--- src/rtl/ddr3_rd_arbiter_if.sv ---
// Requester-side read channel: address/len/id request plus zero-latency return data.
// Data and ID are broadcast; rd_data_valid marks beats owned by this requester.
interface ddr3_rd_arbiter_if #(
   parameter int ADDR_W = 28,
   parameter int LEN_W  = 4,
   parameter int ID_W   = 4,
   parameter int DATA_W = 256
);
   logic [ADDR_W-1:0] rd_addr;
   logic [LEN_W-1:0]  rd_len;
   logic [ID_W-1:0]   rd_id;
   logic              rd_addr_valid;
   logic              rd_addr_ready;
   logic              rd_data_valid;
   logic [DATA_W-1:0] rd_data;
   logic [ID_W-1:0]   rd_back_id;
   logic              rd_data_last;

   modport master (
      output rd_addr, rd_len, rd_id, rd_addr_valid,
      input  rd_addr_ready, rd_data_valid, rd_data, rd_back_id, rd_data_last
   );

   modport slave (
      input  rd_addr, rd_len, rd_id, rd_addr_valid,
      output rd_addr_ready, rd_data_valid, rd_data, rd_back_id, rd_data_last
   );
endinterface

--- src/rtl/ddr3_rd_arbiter.sv ---
// Round-robin share of one DDR3 read port between two requesters, one burst in flight, locked to its owner.
// Request reaches DDR one cycle after grant; data passes through with zero latency and no backpressure.
module ddr3_rd_arbiter #(
   parameter int ADDR_W  = 28,
   parameter int LEN_W   = 4,
   parameter int ID_W    = 4,
   parameter int DATA_W  = 256,
   parameter int TIMEOUT = 1024
) (
   input  logic              clk,
   input  logic              rstn,
   ddr3_rd_arbiter_if.slave  m0,
   ddr3_rd_arbiter_if.slave  m1,
   output logic [ADDR_W-1:0] RD_ADDR,
   output logic [LEN_W-1:0]  RD_LEN,
   output logic [ID_W-1:0]   RD_ID,
   output logic              RD_ADDR_VALID,
   input  logic              RD_ADDR_READY,
   input  logic [DATA_W-1:0] RD_DATA,
   input  logic [ID_W-1:0]   RD_BACK_ID,
   input  logic              RD_DATA_LAST,
   input  logic              RD_DATA_VALID,
   output logic              busy,
   output logic              err_len,
   output logic              err_timeout
);
   localparam int WD_W = $clog2(TIMEOUT);
   localparam logic [WD_W-1:0] WD_MAX = WD_W'(TIMEOUT - 1);

   typedef enum logic [1:0] {IDLE, ADDR, DATA} state_t;

   state_t            state_q, state_d;
   logic              grant_q, grant_d;
   logic              last_grant_q, last_grant_d;
   logic [LEN_W-1:0]  len_q, len_d;
   logic [LEN_W-1:0]  beat_cnt_q, beat_cnt_d;
   logic [WD_W-1:0]   wdog_q, wdog_d;
   logic              err_len_q, err_len_d;
   logic              err_timeout_q, err_timeout_d;
   // Holds the broadcast return path at zero from reset until the first clock.
   logic              out_en_q, out_en_d;

   logic              rdy0, rdy1, dv0, dv1;
   logic              beat_last, burst_end;
   logic [LEN_W-1:0]  g_len;

   always_comb begin
      state_d       = state_q;
      grant_d       = grant_q;
      last_grant_d  = last_grant_q;
      len_d         = len_q;
      beat_cnt_d    = beat_cnt_q;
      wdog_d        = wdog_q;
      err_len_d     = 1'b0;
      err_timeout_d = 1'b0;
      out_en_d      = 1'b1;
      RD_ADDR       = '0;
      RD_LEN        = '0;
      RD_ID         = '0;
      RD_ADDR_VALID = 1'b0;
      rdy0          = 1'b0;
      rdy1          = 1'b0;
      dv0           = 1'b0;
      dv1           = 1'b0;
      g_len         = grant_q ? m1.rd_len : m0.rd_len;
      beat_last     = (beat_cnt_q == len_q);
      burst_end     = RD_DATA_VALID && (beat_last || RD_DATA_LAST);

      case (state_q)
         IDLE: begin
            if (m0.rd_addr_valid || m1.rd_addr_valid) begin
               if (m0.rd_addr_valid && m1.rd_addr_valid) grant_d = ~last_grant_q;
               else                                      grant_d = m1.rd_addr_valid;
               last_grant_d = grant_d;
               state_d      = ADDR;
            end
            err_len_d = RD_DATA_VALID;
         end
         ADDR: begin
            RD_ADDR_VALID = 1'b1;
            RD_ADDR       = grant_q ? m1.rd_addr : m0.rd_addr;
            RD_LEN        = g_len;
            RD_ID         = grant_q ? m1.rd_id : m0.rd_id;
            rdy0          = RD_ADDR_READY && !grant_q;
            rdy1          = RD_ADDR_READY && grant_q;
            err_len_d     = RD_DATA_VALID;
            if (RD_ADDR_READY) begin
               len_d      = g_len;
               beat_cnt_d = '0;
               wdog_d     = '0;
               state_d    = DATA;
            end
         end
         DATA: begin
            dv0 = RD_DATA_VALID && !grant_q;
            dv1 = RD_DATA_VALID && grant_q;
            if (wdog_q != WD_MAX) wdog_d = wdog_q + 1'b1;
            if (RD_DATA_VALID) begin
               if (!beat_last) beat_cnt_d = beat_cnt_q + 1'b1;
               // Count and DDR LAST flag must agree on the ending beat.
               err_len_d = (beat_last != RD_DATA_LAST);
            end
            if (burst_end) begin
               state_d = IDLE;
            end else if (wdog_q == WD_MAX) begin
               state_d       = IDLE;
               err_timeout_d = 1'b1;
            end
         end
         default: state_d = IDLE;
      endcase
   end

   always_ff @(posedge clk or negedge rstn) begin
      if (!rstn) begin
         state_q       <= IDLE;
         grant_q       <= 1'b0;
         last_grant_q  <= 1'b1;
         len_q         <= '0;
         beat_cnt_q    <= '0;
         wdog_q        <= '0;
         err_len_q     <= 1'b0;
         err_timeout_q <= 1'b0;
         out_en_q      <= 1'b0;
      end else begin
         state_q       <= state_d;
         grant_q       <= grant_d;
         last_grant_q  <= last_grant_d;
         len_q         <= len_d;
         beat_cnt_q    <= beat_cnt_d;
         wdog_q        <= wdog_d;
         err_len_q     <= err_len_d;
         err_timeout_q <= err_timeout_d;
         out_en_q      <= out_en_d;
      end
   end

   assign busy        = (state_q != IDLE);
   assign err_len     = err_len_q;
   assign err_timeout = err_timeout_q;

   assign m0.rd_addr_ready = rdy0;
   assign m1.rd_addr_ready = rdy1;
   assign m0.rd_data_valid = dv0;
   assign m1.rd_data_valid = dv1;
   assign m0.rd_data       = out_en_q ? RD_DATA      : '0;
   assign m1.rd_data       = out_en_q ? RD_DATA      : '0;
   assign m0.rd_back_id    = out_en_q ? RD_BACK_ID   : '0;
   assign m1.rd_back_id    = out_en_q ? RD_BACK_ID   : '0;
   assign m0.rd_data_last  = out_en_q && RD_DATA_LAST;
   assign m1.rd_data_last  = out_en_q && RD_DATA_LAST;
endmodule

--- src/flat_wrapper.sv ---
// flat-port wrapper written by rule: the top's interface ports become plain ports
module ddr3_rd_arbiter_flat 
#(
   parameter int ADDR_W  = 28,
   parameter int LEN_W   = 4,
   parameter int ID_W    = 4,
   parameter int DATA_W  = 256,
   parameter int TIMEOUT = 1024
)
  (clk, rstn, RD_ADDR, RD_LEN, RD_ID, RD_ADDR_VALID, RD_ADDR_READY, RD_DATA, RD_BACK_ID, RD_DATA_LAST, RD_DATA_VALID, busy, err_len, err_timeout, m0_rd_addr, m0_rd_len, m0_rd_id, m0_rd_addr_valid, m0_rd_addr_ready, m0_rd_data_valid, m0_rd_data, m0_rd_back_id, m0_rd_data_last, m1_rd_addr, m1_rd_len, m1_rd_id, m1_rd_addr_valid, m1_rd_addr_ready, m1_rd_data_valid, m1_rd_data, m1_rd_back_id, m1_rd_data_last);
  ddr3_rd_arbiter_if #(.ADDR_W(ADDR_W), .LEN_W(LEN_W), .ID_W(ID_W), .DATA_W(DATA_W)) m0_i ();
  ddr3_rd_arbiter_if #(.ADDR_W(ADDR_W), .LEN_W(LEN_W), .ID_W(ID_W), .DATA_W(DATA_W)) m1_i ();
  input  logic clk;
  input  logic rstn;
  output logic [ADDR_W-1:0] RD_ADDR;
  output logic [LEN_W-1:0] RD_LEN;
  output logic [ID_W-1:0] RD_ID;
  output logic RD_ADDR_VALID;
  input  logic RD_ADDR_READY;
  input  logic [DATA_W-1:0] RD_DATA;
  input  logic [ID_W-1:0] RD_BACK_ID;
  input  logic RD_DATA_LAST;
  input  logic RD_DATA_VALID;
  output logic busy;
  output logic err_len;
  output logic err_timeout;
  input wire logic [$bits(m0_i.rd_addr)-1:0] m0_rd_addr;
  input wire logic [$bits(m0_i.rd_len)-1:0] m0_rd_len;
  input wire logic [$bits(m0_i.rd_id)-1:0] m0_rd_id;
  input wire logic [$bits(m0_i.rd_addr_valid)-1:0] m0_rd_addr_valid;
  output wire logic [$bits(m0_i.rd_addr_ready)-1:0] m0_rd_addr_ready;
  output wire logic [$bits(m0_i.rd_data_valid)-1:0] m0_rd_data_valid;
  output wire logic [$bits(m0_i.rd_data)-1:0] m0_rd_data;
  output wire logic [$bits(m0_i.rd_back_id)-1:0] m0_rd_back_id;
  output wire logic [$bits(m0_i.rd_data_last)-1:0] m0_rd_data_last;
  input wire logic [$bits(m1_i.rd_addr)-1:0] m1_rd_addr;
  input wire logic [$bits(m1_i.rd_len)-1:0] m1_rd_len;
  input wire logic [$bits(m1_i.rd_id)-1:0] m1_rd_id;
  input wire logic [$bits(m1_i.rd_addr_valid)-1:0] m1_rd_addr_valid;
  output wire logic [$bits(m1_i.rd_addr_ready)-1:0] m1_rd_addr_ready;
  output wire logic [$bits(m1_i.rd_data_valid)-1:0] m1_rd_data_valid;
  output wire logic [$bits(m1_i.rd_data)-1:0] m1_rd_data;
  output wire logic [$bits(m1_i.rd_back_id)-1:0] m1_rd_back_id;
  output wire logic [$bits(m1_i.rd_data_last)-1:0] m1_rd_data_last;
  assign m0_i.rd_addr = m0_rd_addr;
  assign m0_i.rd_len = m0_rd_len;
  assign m0_i.rd_id = m0_rd_id;
  assign m0_i.rd_addr_valid = m0_rd_addr_valid;
  assign m0_rd_addr_ready = m0_i.rd_addr_ready;
  assign m0_rd_data_valid = m0_i.rd_data_valid;
  assign m0_rd_data = m0_i.rd_data;
  assign m0_rd_back_id = m0_i.rd_back_id;
  assign m0_rd_data_last = m0_i.rd_data_last;
  assign m1_i.rd_addr = m1_rd_addr;
  assign m1_i.rd_len = m1_rd_len;
  assign m1_i.rd_id = m1_rd_id;
  assign m1_i.rd_addr_valid = m1_rd_addr_valid;
  assign m1_rd_addr_ready = m1_i.rd_addr_ready;
  assign m1_rd_data_valid = m1_i.rd_data_valid;
  assign m1_rd_data = m1_i.rd_data;
  assign m1_rd_back_id = m1_i.rd_back_id;
  assign m1_rd_data_last = m1_i.rd_data_last;
  ddr3_rd_arbiter #(.ADDR_W(ADDR_W), .LEN_W(LEN_W), .ID_W(ID_W), .DATA_W(DATA_W), .TIMEOUT(TIMEOUT)) u_core (.clk(clk), .rstn(rstn), .m0(m0_i), .m1(m1_i), .RD_ADDR(RD_ADDR), .RD_LEN(RD_LEN), .RD_ID(RD_ID), .RD_ADDR_VALID(RD_ADDR_VALID), .RD_ADDR_READY(RD_ADDR_READY), .RD_DATA(RD_DATA), .RD_BACK_ID(RD_BACK_ID), .RD_DATA_LAST(RD_DATA_LAST), .RD_DATA_VALID(RD_DATA_VALID), .busy(busy), .err_len(err_len), .err_timeout(err_timeout));
endmodule
--- config.mk ---
export PLATFORM = sky130hd
export DESIGN_NAME = ddr3_rd_arbiter_flat
export DESIGN_NICKNAME = d
export VERILOG_FILES = /design/src/rtl/ddr3_rd_arbiter_if.sv /design/src/rtl/ddr3_rd_arbiter.sv /design/src/flat_wrapper.sv
export SDC_FILE = /design/constraint.sdc
export NUM_CORES = 1
export LEC_CHECK = 0
export BUFFER_PORTS_ARGS = -buffer_cell sky130_fd_sc_hd__buf_2
export CAP_MARGIN = 20
export CORE_AREA = 2 2 348 350
export CTS_BUF_LIST = sky130_fd_sc_hd__clkbuf_2 sky130_fd_sc_hd__clkbuf_4 sky130_fd_sc_hd__clkbuf_8
export DETAILED_ROUTE_END_ITERATION = 12
export DIE_AREA = 0 0 350 352
export PLACE_DENSITY = 0.34
export SLEW_MARGIN = 10
export SYNTH_ARGS = -nofsm -noshare
export SYNTH_HDL_FRONTEND = slang
export SYNTH_SLANG_ARGS = --single-unit
export TNS_END_PERCENT = 30
--- constraint.sdc ---
create_clock -name clk -period 1.9 [get_ports clk]
set_input_delay 0.095 -clock clk [delete_from_list [all_inputs] [get_ports clk]]
set_output_delay 0.095 -clock clk [all_outputs]
set_load 0.02 [all_outputs]
* Word-level counts from Yosys, hierarchy flattened *
Cells that the tools add are included.
Widths: inputs -> output; s select.

storage, ports and cells
  register bits = 25
  input port bits = 339

operators by class
  add/sub/neg operators = 2
  equality and inequality tests = 12
  muxes and demuxes = 31
  bitwise gates (word level) = 1
  reductions and logical operators = 19

operator list
  operator               number
  $mux 256               1
  $mux 28                2
  $mux 4                 8
  $mux 10                2
  $pmux 10 s2            1
  $add 10x1->10 const B  1
  $eq 10x10->1 const B   1
  $mux 1                 10
  $ne 10x10->1 const B   1
  $mux 2                 4
  $pmux 4 s2             1
  $logic_and 1x1->1      7
  $ne 2x2->1 const B     3
  $pmux 2 s3             1
  $reduce_and 3->1       2
  $add 4x1->4 const B    1
  $eq 4x4->1             1
  $ne 2x1->1 const B     2
  $reduce_and 2->1       2
  $reduce_and 4->1       1
  $reduce_bool 2->1      2
  $ne 3x1->1 const B     1
  $eq 2x1->1 const B     1
  $eq 2x2->1 const B     1
  7 further kinds        8

* Logic depth before layout (Yosys ltp) *
Gate-level depths: netlist (run 1).

  depth in word-level cells = 5
  depth in mapped cells = 8
  depth with buffers taken out = 5

* Worst setup path before layout (run 1) *
Ideal clock, no wire load.

  path kind = register to register
  start point = register u_core.state_q[0]
  end point = register u_core.len_q[2]
  setup time = 0.078 ns
  arrival time = 1.611 ns
  data required time = 1.822 ns
  setup slack = 0.212 ns
  stages on the path, launching flop included = 9
  buffers on the path = 3
  period minus slack after synthesis = 1.688 ns
  cell sequence = dfrtp_1 clkbuf_1 nand2b_1 buf_2 inv_1 and2_1 clkbuf_1 nor2_1 a21oi_1

on the way
  word-level cells in the longest chain between the ends = 2

ends and longest elaborated chain
  element                     line                    text
  start, declared             ddr3_rd_arbiter.sv:32   state_t state_q, state_d;
  start signal, assigned      ddr3_rd_arbiter.sv:126  state_q <= state_d;
  $eq 2x1->1                  ddr3_rd_arbiter.sv:69   case (state_q)
  $reduce_and 2->1 (no line)  -
  end signal, assigned        ddr3_rd_arbiter.sv:129  len_q <= len_d;
  end, declared               ddr3_rd_arbiter.sv:35   logic [LEN_W-1:0] len_q, len_d;

No other way between the ends.
A chain may end at the register's enable or synchronous reset.

* Final worst setup path (run 1) *
  start point = register u_core.out_en_q
  end point = output m0_rd_data[244]

on the way
  word-level cells in the longest chain between the ends = 1

ends and longest elaborated chain
  element                 line                    text
  start, declared         ddr3_rd_arbiter.sv:41   logic out_en_q, out_en_d;
  start signal, assigned  ddr3_rd_arbiter.sv:134  out_en_q <= out_en_d;
  $mux 256                ddr3_rd_arbiter.sv:146  assign m0.rd_data = out_en_q ? RD_DATA : '0;
  end, declared           flat_wrapper.sv:33      output wire logic [$bits(m0_i.rd_data)-1:0] m0_rd_data;

No other way between the ends.

==> flow_summary.json, run 1 <==
{
  "status": "finished clean",
  "ir_worst_vdd_uv": 291.6,
  "wl_met2_mm": 27.14,
  "drt_drc_violations_left": 0,
  "synth_fa_ha_area_frac": 0.006832,
  "synth_enable_flop_cells": 0,
  "clkSinkCount": 25,
  "timing.final.crit_period_ns": 1.834,
  "vias_per_cell": 2.434,
  "final-instance-count-excl-fill": 3001,
  "post-place-cells": 2991,
  "synthesis.area_per_instance_um2": 7.210,
  "detailroute.wirelength.met3_mm": 7.799,
  "maximum_operating_frequency_mhz": 545.3,
  "reg2regPathDepth": 4,
  "critical_path.max_fanout": 69,
  "die_w_um": 350,
  "largest_net_degree_at_the_start_of_global_routing": 85,
  "worst_ep_arrival_time_ns": 1.74,
  "ios": 905,
  "cts_setup_buffers": 0,
  "slew_violations": 0,
  "share_of_final_layout_standard_cells_stronger_than_drive_strength_1": 0.6770,
  "preCtsSetupSlack_ns": 0.1995,
  "timing.critical_path.slowest_stage_cell": "sky130_fd_sc_hd__dfrtp_4",
  "synth.distinct_cells": 42,
  "clock_path_buffers": 2,
  "synth-xor-area-share": 0.006377,
  "tritoncts_clock_tree": "done",
  "drt_wl_total_mm": 60.77,
  "synthesis.instances": 762,
  "detail-route-antenna-nets": 0,
  "synth_async_sr_flop_share": 1.000,
  "final_nets": 1727,
  "route.layer.met1.wl_mm": 24.81,
  "grt_antenna_before_repair": 17,
  "crit_path_max_incr_delay_ns": 0.48,
  "hold_path_class": "in -> reg",
  "worstHoldPathCells": 3,
  "count_of_input_and_output_buffers": 904,
  "drv.max_cap_violation_count": 0,
  "cellPowerDensity_nw_per_um2": 587.8,
  "fraction_of_synthesized_area_in_multiplexers": 0.07493,
  "floorplan.initialDensity": 0.04604,
  "regToRegEndpoint": "u_core.wdog_q[7]",
  "synth-compound-area-share": 0.03416,
  "first_global_vias": 6789,
  "design.die.area_um2": 123200,
  "fp.dieH_um": 352,
  "root_buffer": "sky130_fd_sc_hd__clkbuf_8",
  "clock_tree.htree_level_count": 1,
  "grt_util_all_layers": 0.09111,
  "synthesis.nets": 1104,
  "design_area_um2": 10220,
  "whs_ns": 0.03930,
  "crit_path_start": "u_core.out_en_q",
  "cp_data_required_time_ns": 1.80,
  "worst_setup_path_start_kind": "flip-flop",
  "max_slew_margin": 0.5449,
  "detailed_place_hpwl_mm": 56.81,
  "yosysWarnings": 0,
  "leading_register_cell_type_out_of_synthesis": "sky130_fd_sc_hd__dfrtp_1",
  "highest-signal-layer": "met5",
  "static-leakage-power_nw": 5.708,
  "first_pass_iters": 5,
  "clock_skew_ns": 0.02043,
  "synth.ff_latch_count": 25,
  "timing.final.setup_violations": 0,
  "path_clk_slew_ns": 0.12,
  "global_route_wire_length_before_repair_mm": 72.85,
  "criticalPathCategory": "reg -> out",
  "post_synth_design_cell_area_um2": 5494,
  "cp-endpoint": "m0_rd_data[244]",
  "rows": 127,
  "gp_routability_congestion": 0.9831,
  "placement.cell_area_um2": 10090,
  "r2r_setup_slack_ns": 0.15,
  "fin_setup_tns_ns": 0,
  "fp.coreArea_um2": 119300,
  "rsz_0062_raised_after_global_routing": "false",
  "gr-total-overflow": 0,
  "r2r-start": "u_core.state_q[1]",
  "detail_route.iter0.violations": 468,
  "areaGrowthSynthToFinish_pct": 86.04,
  "dominant_combinational_cell_family_by_area_after_synthesis": "buffers and inverters",
  "wl_per_cell_um": 20.25,
  "post_synthesis_share_of_cell_area_spent_on_and_or_nand_and_nor_gates": 0.3724,
  "crit_path_cell_trace": "clkbuf_8, and2_1, buf_2",
  "timing.final.hold_violations": 0,
  "cts_made_buffers": 3,
  "clk_latency_ns": 0.30,
  "worst_slew_pin_slew_ns": 0.6826,
  "min_period_over_period": 0.9651,
  "critPathCaptureType": "output pin",
  "detailroute.via_count": 7305,
  "final.setup.worst_slack_ns": 0.06631,
  "synth-seq-area-share": 0.1141
}
## stage by stage
step	utilization	total power (W)
final	0.08565	0.006008
after global routing	0.08559	0.006458
after CTS	0.08523	0.006132
after detailed placement	0.08457	0.005710
after global placement	0.08457	0.005762
after floorplan	-	0.003925
## report_power, final
group	switching [W]	internal, W	leakage (nW)	total [W]
clock network	0.000210	0.000166	0.0262	0.000376
logic	0.00311	0.00166	5.36	0.00477
registers	0.000184	0.000682	0.319	0.000865
## sequential cells by signal (all words and copies together), names as in the netlist
signal and flops:
u_core.beat_cnt_q 4, u_core.out_en_q 1, u_core.last_grant_q 1, u_core.err_timeout 1, u_core.wdog_q 10, u_core.len_q 4
u_core.err_len 1, u_core.state_q 2, u_core.grant_q 1
## area by class of cell
| cell class | instances | area [µm²] |
|---|---|---|
| timing repair buffer | 922 | 4755 |
| multi-input combinational | 429 | 2739 |
| sequential | 25 | 634.4 |
| antenna | 5 | 12.51 |
| clock buffer | 4 | 48.80 |
| tap | 1612 | 2017 |
| fill | 14160 | 109100 |
| inverter | 4 | 15.01 |
## placed cells by master, fill, tap and decap left out, drive strengths merged, types with 4 or more instances in the layout
master    n
a21oi    10
and2    262
buf     914
clkbuf   11
dfrtp    24
diode     5
inv       4
mux2i    40
nand2    14
nand2b    5
nor2     48
nor3      5
o21ai     5
xnor2     4
## worst min-delay path by stage
stage                     startpoint                   end  slack, ns
detailed placement              rstn        u_core.err_len       0.17
CTS                 m1_rd_addr_valid   u_core.last_grant_q       0.04
finish              m1_rd_addr_valid   u_core.last_grant_q       0.04
global placement                rstn        u_core.err_len       0.18
global route        m1_rd_addr_valid   u_core.last_grant_q       0.05
floorplan                       rstn  u_core.beat_cnt_q[0]      -0.20
## Yosys cell counts, types with 4 or more instances
master	count	area share
sky130_fd_sc_hd__nand2b_1	4	0.0046
sky130_fd_sc_hd__buf_1	5	0.0034
sky130_fd_sc_hd__inv_1	4	0.0027
sky130_fd_sc_hd__mux2i_1	40	0.073
sky130_fd_sc_hd__dfrtp_1	24	0.11
sky130_fd_sc_hd__nor2_1	48	0.033
sky130_fd_sc_hd__clkbuf_1	35	0.024
sky130_fd_sc_hd__a21oi_1	10	0.0091
sky130_fd_sc_hd__nor3_1	5	0.0046
sky130_fd_sc_hd__xnor2_1	4	0.0064
sky130_fd_sc_hd__buf_4	261	0.36
sky130_fd_sc_hd__nand2_1	14	0.0096
sky130_fd_sc_hd__o21ai_0	5	0.0046
sky130_fd_sc_hd__and2_1	262	0.30
## layer usage
metal | global-route usage | up-vias
met3 | 0.04462 | 46
met5 | 0.01884 | -
met4 | 0.007328 | 8
met1 | 0.1096 | 3343
li1 | - | 3398
met2 | 0.1489 | 510
## kinds of logic (layout without fill, tap and decap cells)
family	count (synthesis)	in the layout
xor gates and xnor gates	4	4
buffers and inverters	308	930
AOI/OAI and AO/OA	29	29
DFF	25	25
adders and majority gates	3	3
muxes	41	41
other	1	6
and+or+nand+nor	351	351
## timing repair
action,in CTS,in global routing
hold buffers,1,0
endpoints found under the hold margin,24,0
resized for setup,7,18
setup endpoints to repair,25,17
## critical path: cells and delay by family, from the launching register on
| kind | cells | cell delay (ns) |
|---|---|---|
| buf+inv | 2 | 0.58 |
| flops | 1 | 0.48 |
| simple gates | 1 | 0.31 |
(Power assumes the default switching activity.)
==> run 2: changes to the inputs <==
Settings changed: ABC_AREA from default to 1, CORE_AREA 2 2 348 350 to 2 2 352 354, DIE_AREA 0 0 350 352 to 0 0 354 356.
==> run 2 against run 1 <==
The flow now finishes with violations (setup timing). Clock power fell by 9.0%. Die area increased by 2.3%. Worst hold slack improved by 0.0079 ns. Critical path depth rose by 2. Synthesized cell count rose by 46%. Wire length up 30%. Count of clock-buffer cells in the layout shrank 1. Setup slack worse by 0.090 ns. Cell count up 13%. Fmax shrank 4.7%. Clock skew is 0.012 ns lower. Flip-flop and latch count unchanged. Largest power group unchanged. Highest routed layer is now met4.
==> flow_summary.json, run 2 <==
{
  "first_global_vias": 8319,
  "synth_async_sr_flop_share": 1.000,
  "worst_setup_path_start_kind": "flip-flop",
  "detail-route-antenna-nets": 0,
  "synth_area_leaders": "sky130_fd_sc_hd__buf_4 33%, sky130_fd_sc_hd__nand2_1 24%, sky130_fd_sc_hd__inv_1 17%",
  "post-synth-top-area-cell": "sky130_fd_sc_hd__buf_4",
  "timing.final.crit_period_ns": 1.923,
  "final_nets": 2087,
  "synth.distinct_cells": 30,
  "synthesis.area_per_instance_um2": 5.410,
  "rsz_0062_raised_after_global_routing": "true",
  "clk_latency_ns": 0.28,
  "clock_skew_ns": 0.008447,
  "min_period_over_period": 1.012,
  "timing.final.setup_violations": 3,
  "regMostFlops": "u_core.wdog_q",
  "detailed_place_hpwl_mm": 71.64,
  "ir_worst_vdd_uv": 727.8,
  "tritoncts_clock_tree": "done",
  "critPathCaptureType": "output pin",
  "clkSinkCount": 25,
  "synth.cells.most_frequent": "377 x sky130_fd_sc_hd__nand2_1, 280 x sky130_fd_sc_hd__inv_1, 262 x sky130_fd_sc_hd__buf_4",
  "detail_route.iter0.violations": 447,
  "synth_enable_flop_cells": 0,
  "largest_register_ff_count": 10,
  "synth_most_common_cell": "sky130_fd_sc_hd__nand2_1",
  "criticalPathCategory": "reg -> out",
  "worst_ep_arrival_time_ns": 1.83,
  "slew_violations": 0,
  "timing.final.hold_violations": 0,
  "drt_wl_total_mm": 78.86,
  "global_route_wire_length_before_repair_mm": 93.15,
  "final.setup.worst_slack_ns": -0.02344,
  "die_w_um": 354,
  "grt_antenna_before_repair": 11,
  "fin_setup_tns_ns": -0.04225,
  "cp_data_required_time_ns": 1.80,
  "leading_register_cell_type_out_of_synthesis": "sky130_fd_sc_hd__dfrtp_1",
  "design_area_um2": 11510,
  "status": "finished, violations left",
  "hold_path_class": "in -> reg",
  "rows": 129,
  "critical_path.max_fanout": 43,
  "crit_path_cell_trace": "buf_16, buf_4, nand2_1, inv_1, buf_2",
  "ios": 905,
  "areaGrowthSynthToFinish_pct": 91.15,
  "yosysWarnings": 0,
  "path_clk_slew_ns": 0.10,
  "synthesis.nets": 1455,
  "placement.cell_area_um2": 11170,
  "clock_path_buffers": 2,
  "floorplan.initialDensity": 0.04908,
  "drv.max_cap_violation_count": 0,
  "design.die.area_um2": 126000,
  "synth_top_area_share": 0.3267,
  "layout_common_cells": "845 x sky130_fd_sc_hd__buf_2, 377 x sky130_fd_sc_hd__nand2_1, 274 x sky130_fd_sc_hd__inv_1",
  "count_of_input_and_output_buffers": 904,
  "largestRegisters": "u_core.wdog_q x10, u_core.beat_cnt_q x4, u_core.len_q x4",
  "post_synth_design_cell_area_um2": 6021,
  "cts_made_buffers": 3,
  "synthesis.instances": 1113,
  "clock_tree.htree_level_count": 1,
  "root_buffer": "sky130_fd_sc_hd__clkbuf_8",
  "fillCellCount": 14680,
  "largest_net_degree_at_the_start_of_global_routing": 57,
  "cellPowerDensity_nw_per_um2": 563.0,
  "gp_routability_congestion": 0.9633,
  "crit_path_max_incr_delay_ns": 0.49,
  "static-leakage-power_nw": 8.008,
  "vias_per_cell": 2.592,
  "timing.critical_path.slowest_stage_cell": "sky130_fd_sc_hd__dfrtp_4",
  "synth.ff_latch_count": 25,
  "fp.dieH_um": 356,
  "first_pass_iters": 5,
  "total_power_draw_w": 0.006479,
  "share_of_final_layout_standard_cells_stronger_than_drive_strength_1": 0.5533,
  "max_slew_margin": 0.5694,
  "failed_checks": "setup timing",
  "synth-seq-area-share": 0.1041,
  "critical-path-top-delay-family": "buffers and inverters",
  "detailroute.via_count": 8765,
  "fp.coreArea_um2": 122700,
  "gr-total-overflow": 0,
  "maximum_operating_frequency_mhz": 519.9,
  "wl_per_cell_um": 23.32,
  "grt_util_all_layers": 0.1146,
  "final_util": 0.09382,
  "crit_buf_inv": 4,
  "drt_drc_violations_left": 0,
  "preCtsSetupSlack_ns": 0.08314,
  "worst_slew_pin_slew_ns": 0.6458,
  "layout_commonest_cell": "sky130_fd_sc_hd__buf_2"
}
==> run 2: worst paths after layout <==
path | start | end | slack (ns) | cells after the start
worst max-delay path | u_core.out_en_q | m1_rd_data[63] | -0.02 | 5
worst min register to register | u_core.last_grant_q | u_core.last_grant_q | 0.48 | 2
worst max register to register | u_core.wdog_q[0] | u_core.wdog_q[1] | 0.45 | 8
min in group asynchronous | rstn | u_core.beat_cnt_q[1] | 0.43 | 2
max in group asynchronous | rstn | u_core.out_en_q | 0.99 | 2
worst min-delay path | RD_ADDR_READY | u_core.state_q[0] | 0.05 | 2
==> run 2: metrics by stage <==
stage	hold slack, ns	std cells
6_report	0.04716	3382
5_1_grt	0.05243	3381
4_1_cts	0.04829	3375
3_5_place_dp	0.1657	3367
3_3_place_gp	0.1693	3367
2_1_floorplan	-0.2006	1113
==> run 2: layout make-up <==
cell class              instances  area [µm²]  area share
multi-input cells             500        2158      0.1875
repair buffers                930        5545      0.4818
flip-flops and latches         25       630.6     0.05479
well taps                    1637        2048      0.1780
clock inverters                 1       5.005   0.0004349
clock buffers                   3       41.29    0.003588
diodes                          1       2.502   0.0002174
inverters                     285        1077     0.09361
==> run 2: cells by family (layout without fill, tap and decap cells) <==
kind of cell             count (synthesis)  count (layout)  synth area share
buffers and inverters                  588            1219            0.5374
AND/OR/NAND/NOR                        445             445            0.3015
AO/OA/AOI/OAI                           43              43           0.03761
flip-flops                              25              25            0.1041
XOR/XNOR                                 4               4          0.005820
multiplexers                             4               4          0.006650
adder cells (fa/ha/maj)                  3               3          0.006235
other                                    1               2         0.0006228
==> run 2: power by group <==
group | switching [W] | total (W) | internal [W]
registers | 0.000114 | 0.000768 | 0.000654
logic | 0.00377 | 0.00537 | 0.00160
clock network | 0.000195 | 0.000342 | 0.000147
==> run 2: per-layer routing <==
layer	global-route usage	part of all wire	vias to the layer above	wire [µm]
met5	0	0	-	0
met4	0.006441	0.0095	0	750
met3	0.03898	0.097	34	7669
met2	0.2059	0.49	579	38940
met1	0.1370	0.40	4036	31500
li1	-	-	4116	-
==> run 2: what timing repair did <==
item,4_1_cts,5_1_grt
setup endpoints to repair,100,115
endpoints found under the hold margin,24,0
hold buffers,1,0
resized for setup,19,23
setup buffers,1,3
gates cloned,2,3
